`src/rtl/uart_loop_pkg.sv`:
```
// Shared types and constants for the UART loopback controller.
package uart_loop_pkg;

  typedef enum logic [1:0] {
    IDLE      = 2'd0,
    LOAD      = 2'd1,
    REQ       = 2'd2,
    WAIT_DONE = 2'd3
  } tx_state_e;

  localparam int         DEF_DEPTH = 4;
  localparam logic [7:0] DEF_INC   = 8'd1;
  localparam logic [7:0] MASK7     = 8'h7F;

  // Increment mod 256, then clear bit 7 for 7-bit framing.
  function automatic logic [7:0] fmt_byte(input logic [7:0] b, input logic [7:0] inc,
                                          input logic d_num);
    logic [7:0] sum;
    sum = b + inc;
    return d_num ? sum : (sum & MASK7);
  endfunction

endpackage

```
`src/rtl/loop_fifo.sv`:
```
// Small synchronous FIFO; when full, a pop in the same cycle frees the slot for a push.
module loop_fifo #(
  parameter int DEPTH = 4,
  parameter int W     = 8,
  parameter int LW    = $clog2(DEPTH) + 1
) (
  input  logic          clk,
  input  logic          rst,
  input  logic          push,
  input  logic [W-1:0]  din,
  input  logic          pop,
  output logic [W-1:0]  dout,
  output logic          full,
  output logic          empty,
  output logic [LW-1:0] level
);
  localparam int AW = $clog2(DEPTH);

  logic [W-1:0]  mem_q [DEPTH];
  logic [W-1:0]  mem_d [DEPTH];
  logic [AW-1:0] wr_ptr_q, wr_ptr_d, rd_ptr_q, rd_ptr_d;
  logic [LW-1:0] cnt_q, cnt_d;
  logic          push_ok, pop_ok;

  assign full    = (cnt_q == LW'(DEPTH));
  assign empty   = (cnt_q == '0);
  assign level   = cnt_q;
  assign dout    = mem_q[rd_ptr_q];
  assign pop_ok  = pop & ~empty;
  assign push_ok = push & (~full | pop_ok);

  always_comb begin
    mem_d    = mem_q;
    wr_ptr_d = wr_ptr_q;
    rd_ptr_d = rd_ptr_q;
    cnt_d    = cnt_q;
    if (push_ok) begin
      mem_d[wr_ptr_q] = din;
      wr_ptr_d        = wr_ptr_q + 1'b1;
    end
    if (pop_ok) rd_ptr_d = rd_ptr_q + 1'b1;
    case ({push_ok, pop_ok})
      2'b10:   cnt_d = cnt_q + LW'(1);
      2'b01:   cnt_d = cnt_q - LW'(1);
      default: cnt_d = cnt_q;
    endcase
  end

  always_ff @(posedge clk or posedge rst) begin
    if (rst) begin
      for (int i = 0; i < DEPTH; i++) mem_q[i] <= '0;
      wr_ptr_q <= '0;
      rd_ptr_q <= '0;
      cnt_q    <= '0;
    end else begin
      mem_q    <= mem_d;
      wr_ptr_q <= wr_ptr_d;
      rd_ptr_q <= rd_ptr_d;
      cnt_q    <= cnt_d;
    end
  end

endmodule

```
`src/rtl/uart_loop_ctrl.sv`:
```
// UART RX->TX loopback: sync/edge-detect RX strobe, buffer, add INC, hand to TX.
// Optional error dropping enabled by defining UART_LOOP_ERR_DROP_EN.
module uart_loop_ctrl
  import uart_loop_pkg::*;
#(
  parameter int         DEPTH = DEF_DEPTH,
  parameter logic [7:0] INC   = DEF_INC,
  parameter int         LW    = $clog2(DEPTH) + 1
) (
  input  logic          clk,
  input  logic          rst,
  input  logic [7:0]    rx_data,
  input  logic          rx_ready,
  input  logic          rx_error,
  input  logic          d_num,
  input  logic          tx_ready,
  output logic [7:0]    data_out,
  output logic          send_flag,
  output logic [LW-1:0] fifo_level,
  output logic          overflow,
  output logic [7:0]    err_cnt
);
  logic       rx_s1_q, rx_s2_q, rx_prev_q;
  logic       tx_s1_q, tx_s2_q;
  logic       rx_edge, push, pop, full, empty;
  logic [7:0] head;
  tx_state_e  state_q, state_d;
  logic [7:0] data_out_q, data_out_d;
  logic       send_flag_q, send_flag_d;
  logic       overflow_q, overflow_d;

  assign rx_edge = rx_s2_q & ~rx_prev_q;

`ifdef UART_LOOP_ERR_DROP_EN
  logic [7:0] err_cnt_q, err_cnt_d;
  assign push      = rx_edge & ~rx_error;
  assign err_cnt_d = (rx_edge && rx_error && err_cnt_q != 8'hFF) ? err_cnt_q + 8'd1 : err_cnt_q;
  assign err_cnt   = err_cnt_q;
  always_ff @(posedge clk or posedge rst) begin
    if (rst) err_cnt_q <= '0;
    else     err_cnt_q <= err_cnt_d;
  end
`else
  logic unused_rx_error;
  assign unused_rx_error = rx_error;
  assign push            = rx_edge;
  assign err_cnt         = 8'h00;
`endif

  loop_fifo #(.DEPTH(DEPTH), .W(8), .LW(LW)) u_fifo (
    .clk   (clk),
    .rst   (rst),
    .push  (push),
    .din   (rx_data),
    .pop   (pop),
    .dout  (head),
    .full  (full),
    .empty (empty),
    .level (fifo_level)
  );

  // A byte is lost only if the FIFO is full and nothing leaves this cycle.
  assign overflow_d = overflow_q | (push & full & ~pop);

  always_comb begin
    state_d    = state_q;
    data_out_d = data_out_q;
    pop        = 1'b0;
    case (state_q)
      IDLE: if (!empty && tx_s2_q) begin
        state_d    = LOAD;
        pop        = 1'b1;
        data_out_d = fmt_byte(head, INC, d_num);
      end
      LOAD:      state_d = REQ;
      REQ:       if (!tx_s2_q) state_d = WAIT_DONE;
      WAIT_DONE: if (tx_s2_q)  state_d = IDLE;
      default:   state_d = IDLE;
    endcase
    send_flag_d = (state_d == REQ);
  end

  always_ff @(posedge clk or posedge rst) begin
    if (rst) begin
      rx_s1_q     <= 1'b0;
      rx_s2_q     <= 1'b0;
      rx_prev_q   <= 1'b0;
      tx_s1_q     <= 1'b0;
      tx_s2_q     <= 1'b0;
      state_q     <= IDLE;
      data_out_q  <= 8'h00;
      send_flag_q <= 1'b0;
      overflow_q  <= 1'b0;
    end else begin
      rx_s1_q     <= rx_ready;
      rx_s2_q     <= rx_s1_q;
      rx_prev_q   <= rx_s2_q;
      tx_s1_q     <= tx_ready;
      tx_s2_q     <= tx_s1_q;
      state_q     <= state_d;
      data_out_q  <= data_out_d;
      send_flag_q <= send_flag_d;
      overflow_q  <= overflow_d;
    end
  end

  assign data_out  = data_out_q;
  assign send_flag = send_flag_q;
  assign overflow  = overflow_q;

endmodule

```
`config.mk`:
```
export PLATFORM = sky130hd
export DESIGN_NAME = uart_loop_ctrl
export DESIGN_NICKNAME = d
export VERILOG_FILES = /design/src/rtl/uart_loop_pkg.sv /design/src/rtl/loop_fifo.sv /design/src/rtl/uart_loop_ctrl.sv
export SDC_FILE = /design/constraint.sdc
export NUM_CORES = 1
export LEC_CHECK = 0
export CAP_MARGIN = 10
export CORE_MARGIN = 5
export CORE_UTILIZATION = 56
export CTS_BUF_LIST = sky130_fd_sc_hd__clkbuf_8
export CTS_CLUSTER_SIZE = 24
export DETAILED_ROUTE_END_ITERATION = 12
export HOLD_SLACK_MARGIN = 0.15
export PLACE_DENSITY_LB_ADDON = 0.2
export SETUP_SLACK_MARGIN = 0.05
export SLEW_MARGIN = 30
export SYNTH_ARGS = -nofsm -noshare
export SYNTH_HDL_FRONTEND = slang
export SYNTH_SLANG_ARGS = --single-unit
```
`constraint.sdc`:
```
create_clock -name clk -period 2.95 [get_ports clk]
set_clock_uncertainty 0.2 [all_clocks]
set_input_delay 0.59 -clock clk [delete_from_list [all_inputs] [get_ports clk]]
set_output_delay 0.59 -clock clk [all_outputs]
set_load 0.01 [all_outputs]
```
==> impl_results.md <==
- Worst r2r src: state_q[1]$_DFF_PP0_
- Relative max-transition margin: 0.560
- Wirelength, routed: 4470 um
- Fin crit share: 0.918
- Vias in the first global route: 1,565
- Worst-path maximum fanout: 9
- H-tree depth: 2
- Synth top area share: 0.546
- Hold_sp: tx_s1_q$_DFF_PP0_
- Width of the die: 77.7 um
- CP bufs+invs: 2
- Die ar.: 6040 sq um
- EDFF count, synth: 0
- Cts bufs inserted: 5
- WL per Instance: 16.5 um
- CP Class: reg2reg
- Critical Path Max Stage Delay: 0.43 ns
- Yosys top cell by area: dfrtp_1
- Leakage: 1.31 nW
- Count leader, synth: dfrtp_1
- CP Capture Point: u_fifo.level[2]$_DFFE_PP0P_
- Clock Path Buffers: 2
- Data arrival, critical path: 2.73 ns
- Critical path startpoint category: flop
- Synth async-reset ratio: 1.00
- Residual DRC: 0
- Via-per-instance ratio: 5.56
- Routed Antenna Nets: 0
- Total congestion overflow: 0
- Critical Path Start: state_q[1]$_DFF_PP0_
- FF+latch count, synth: 56
- DR vias: 1,500
- Cell depth of the worst setup path: 9
- Pwr Density: 1090 nW/um^2
- Diodes inserted: 0
- CORE AREA: 4410 sq um
- Placed cells: 262
- Mapped Cells: 185
- CTS resizes: 0
- Worst Reg2Reg Path Length in Cells: 9
- Post-place instance area: 2860 sq um
- Setup TNS Final: 0 ns
- Fmax: 369 MHz
- Fin crit period: 2.71 ns
- Post-Syn Area: 2570 sq um
- Worst-path clk slew: 0.10 ns
- Die Ht: 77.7 um
- Fillers: 318
- Placer Congestion: 0.800
- R2R setup slack: 0.24 ns
- HPWL Detailed: 3330 um
- P&R area growth vs syn: 16.6%
- Critical path's slowest cell: or3b_4
- Initial antenna violation count: 0
- Non-Filler Instances: 270
- Critical Path Sink Type: flop
- Design Area, Final: 2990 sq um
- Final nets: 238
- Fin. max-slew vios: 0
- Starting Density: 0.581
- Req. time, crit path: 2.97 ns
- Most used cell, CP: xor2_1
- Top_reg_cell synth: dfrtp_1
- Initial DRC Count: 120
- Outcome: finished, final reports clean
- Synth warnings: 0
- Commonest cells post-synth: 56 x dfrtp_1, 30 x mux2_2, 12 x nand2_1, 9 x buf_4
- Mean Syn Cell Area: 13.9 sq um
- WHS: 0.164 ns
- # clock sinks: 56
- Crit path max-delay family: simple AND/OR/NAND/NOR gates
- Cts hold-fix bufs: 0
- Tot Pwr: 3.26 mW
- Setup bufs post-CTS: 0
- Layout cell share with drive strength beyond 1: 0.266
- All-Layer GR Usage: 0.162
- Number of I/O port buffers: 25
- Final hold violation count: 0
- Global-route wire length before repair: 7770 um
- RR Endpoint: u_fifo.level[2]$_DFFE_PP0P_
- CTS root buf: clkbuf_8
- Post-synthesis sequential area ratio: 0.546
- CP Cell Sequence: or3b_4 > or2_2 > clkinv_1 > ha_1 > inv_1 > fa_1 > xor2_1 > nor2_1 > xor2_1
- TritonCTS clock tree: yes
- Final setup fails: 0
- Unrepaired setup endpoints after global routing: no
- Min-delay worst type: reg2reg
- Worst-Margin Slew: 0.659 ns
- DRT Pass-1 Iters: 4
- Largest net degree at the start of global routing: 34
- Num rows: 24
- Io pins: 35
- Clock insertion delay at the later pin of the skew report: 0.30 ns
- Unique masters post-synth: 35
- Max-cap viol count: 0
- Largest cells by area after synthesis: dfrtp_1 55%, mux2_2 13%, mux4_2 4.4%
- VDD IR-drop max: 0.512 mV
==> sequential cells by signal (all words and copies together), names as in the netlist <==
signal,cells
u_fifo.mem_q,32
data_out,8
u_fifo.level,3
state_q,2
u_fifo.rd_ptr_q,2
u_fifo.wr_ptr_q,2
overflow,1
rx_prev_q,1
rx_s1_q,1
rx_s2_q,1
send_flag,1
tx_s1_q,1
tx_s2_q,1
==> cell usage in the layout, fill, tap and decap left out, drive strengths merged, types with 2 or more instances in the layout <==
cell / Yosys / final
clkdlybuf4s50: 0 / 25
nor2: 6 / 6
nor3: 2 / 2
ha: 6 / 6
inv: 8 / 9
xor2: 4 / 4
or2: 2 / 2
nand3: 4 / 4
a31oi: 3 / 3
dfrtp: 56 / 56
buf: 10 / 4
conb: 1 / 8
mux2: 32 / 32
bufinv: 0 / 2
clkbuf: 1 / 5
or3: 2 / 2
xnor2: 5 / 5
nand2: 16 / 16
mux4: 8 / 8
o21ai: 8 / 8
==> worst register-to-register path: cells and delay by family, from the launching register on <==
family	cells	cell delay (ns)
AND/OR/NAND/NOR	3	0.87
adder cells (fa/ha/maj)	2	0.59
flip-flops	1	0.42
XOR/XNOR	2	0.32
buffers and inverters	2	0.22
==> per-layer routing <==
| layer | vias to the layer above | routed length [um] | track usage |
|---|---|---|---|
| met1 | 766 | 1940 | 0.217 |
| li1 | 698 | - | - |
| met4 | 0 | 33 | 0.0412 |
| met3 | 2 | 210 | 0.0394 |
| met5 | - | 0 | 0 |
| met2 | 34 | 2280 | 0.265 |
==> logic make-up (layout without fill, tap and decap cells) <==
logic type	count (synthesis)	count (layout)	synth area share
adder cells (fa/ha/maj)	7	7	0.0371
AND/OR/NAND/NOR	37	37	0.0824
flip-flops	56	56	0.546
XOR/XNOR	9	9	0.0307
multiplexers	41	41	0.219
other	1	8	0.00146
buffers and inverters	20	46	0.0453
AO/OA/AOI/OAI	14	14	0.0380
==> power by group <==
group | switching, mW | leakage (nW) | total [mW] | internal (mW)
clock | 0.244 | 0.0687 | 0.585 | 0.342
combinational | 0.565 | 0.587 | 1.29 | 0.729
sequential | 0.258 | 0.658 | 1.38 | 1.12
==> layout make-up <==
| class | instances | area (sq um) | area share |
|---|---|---|---|
| Clock buffer | 5 | 68.8 | 0.0230 |
| Inverter | 9 | 33.8 | 0.0113 |
| Clock inverter | 3 | 68.8 | 0.0230 |
| Sequential cell | 56 | 1400 | 0.468 |
| Timing Repair Buffer | 29 | 280 | 0.0936 |
| Multi-Input combinational cell | 116 | 1070 | 0.359 |
| Tap cell | 52 | 65.1 | 0.0217 |
==> per-stage QoR <==
stage	setup slack, ns	utilization
after global placement	0.377	0.647
after detailed placement	0.276	0.647
after global routing	0.113	0.678
final	0.242	0.678
after floorplan	0.437	-
after CTS	0.233	0.678
==> worst min-delay path by stage <==
stage                              to  depth (start not counted)
finish              tx_s2_q$_DFF_PP0_                          0
global route        tx_s2_q$_DFF_PP0_                          0
CTS                 rx_s2_q$_DFF_PP0_                          0
detailed placement  rx_s2_q$_DFF_PP0_                          0
global placement    rx_s2_q$_DFF_PP0_                          0
floorplan           rx_s2_q$_DFF_PP0_                          0
Power figures use the tool's default switching activity.
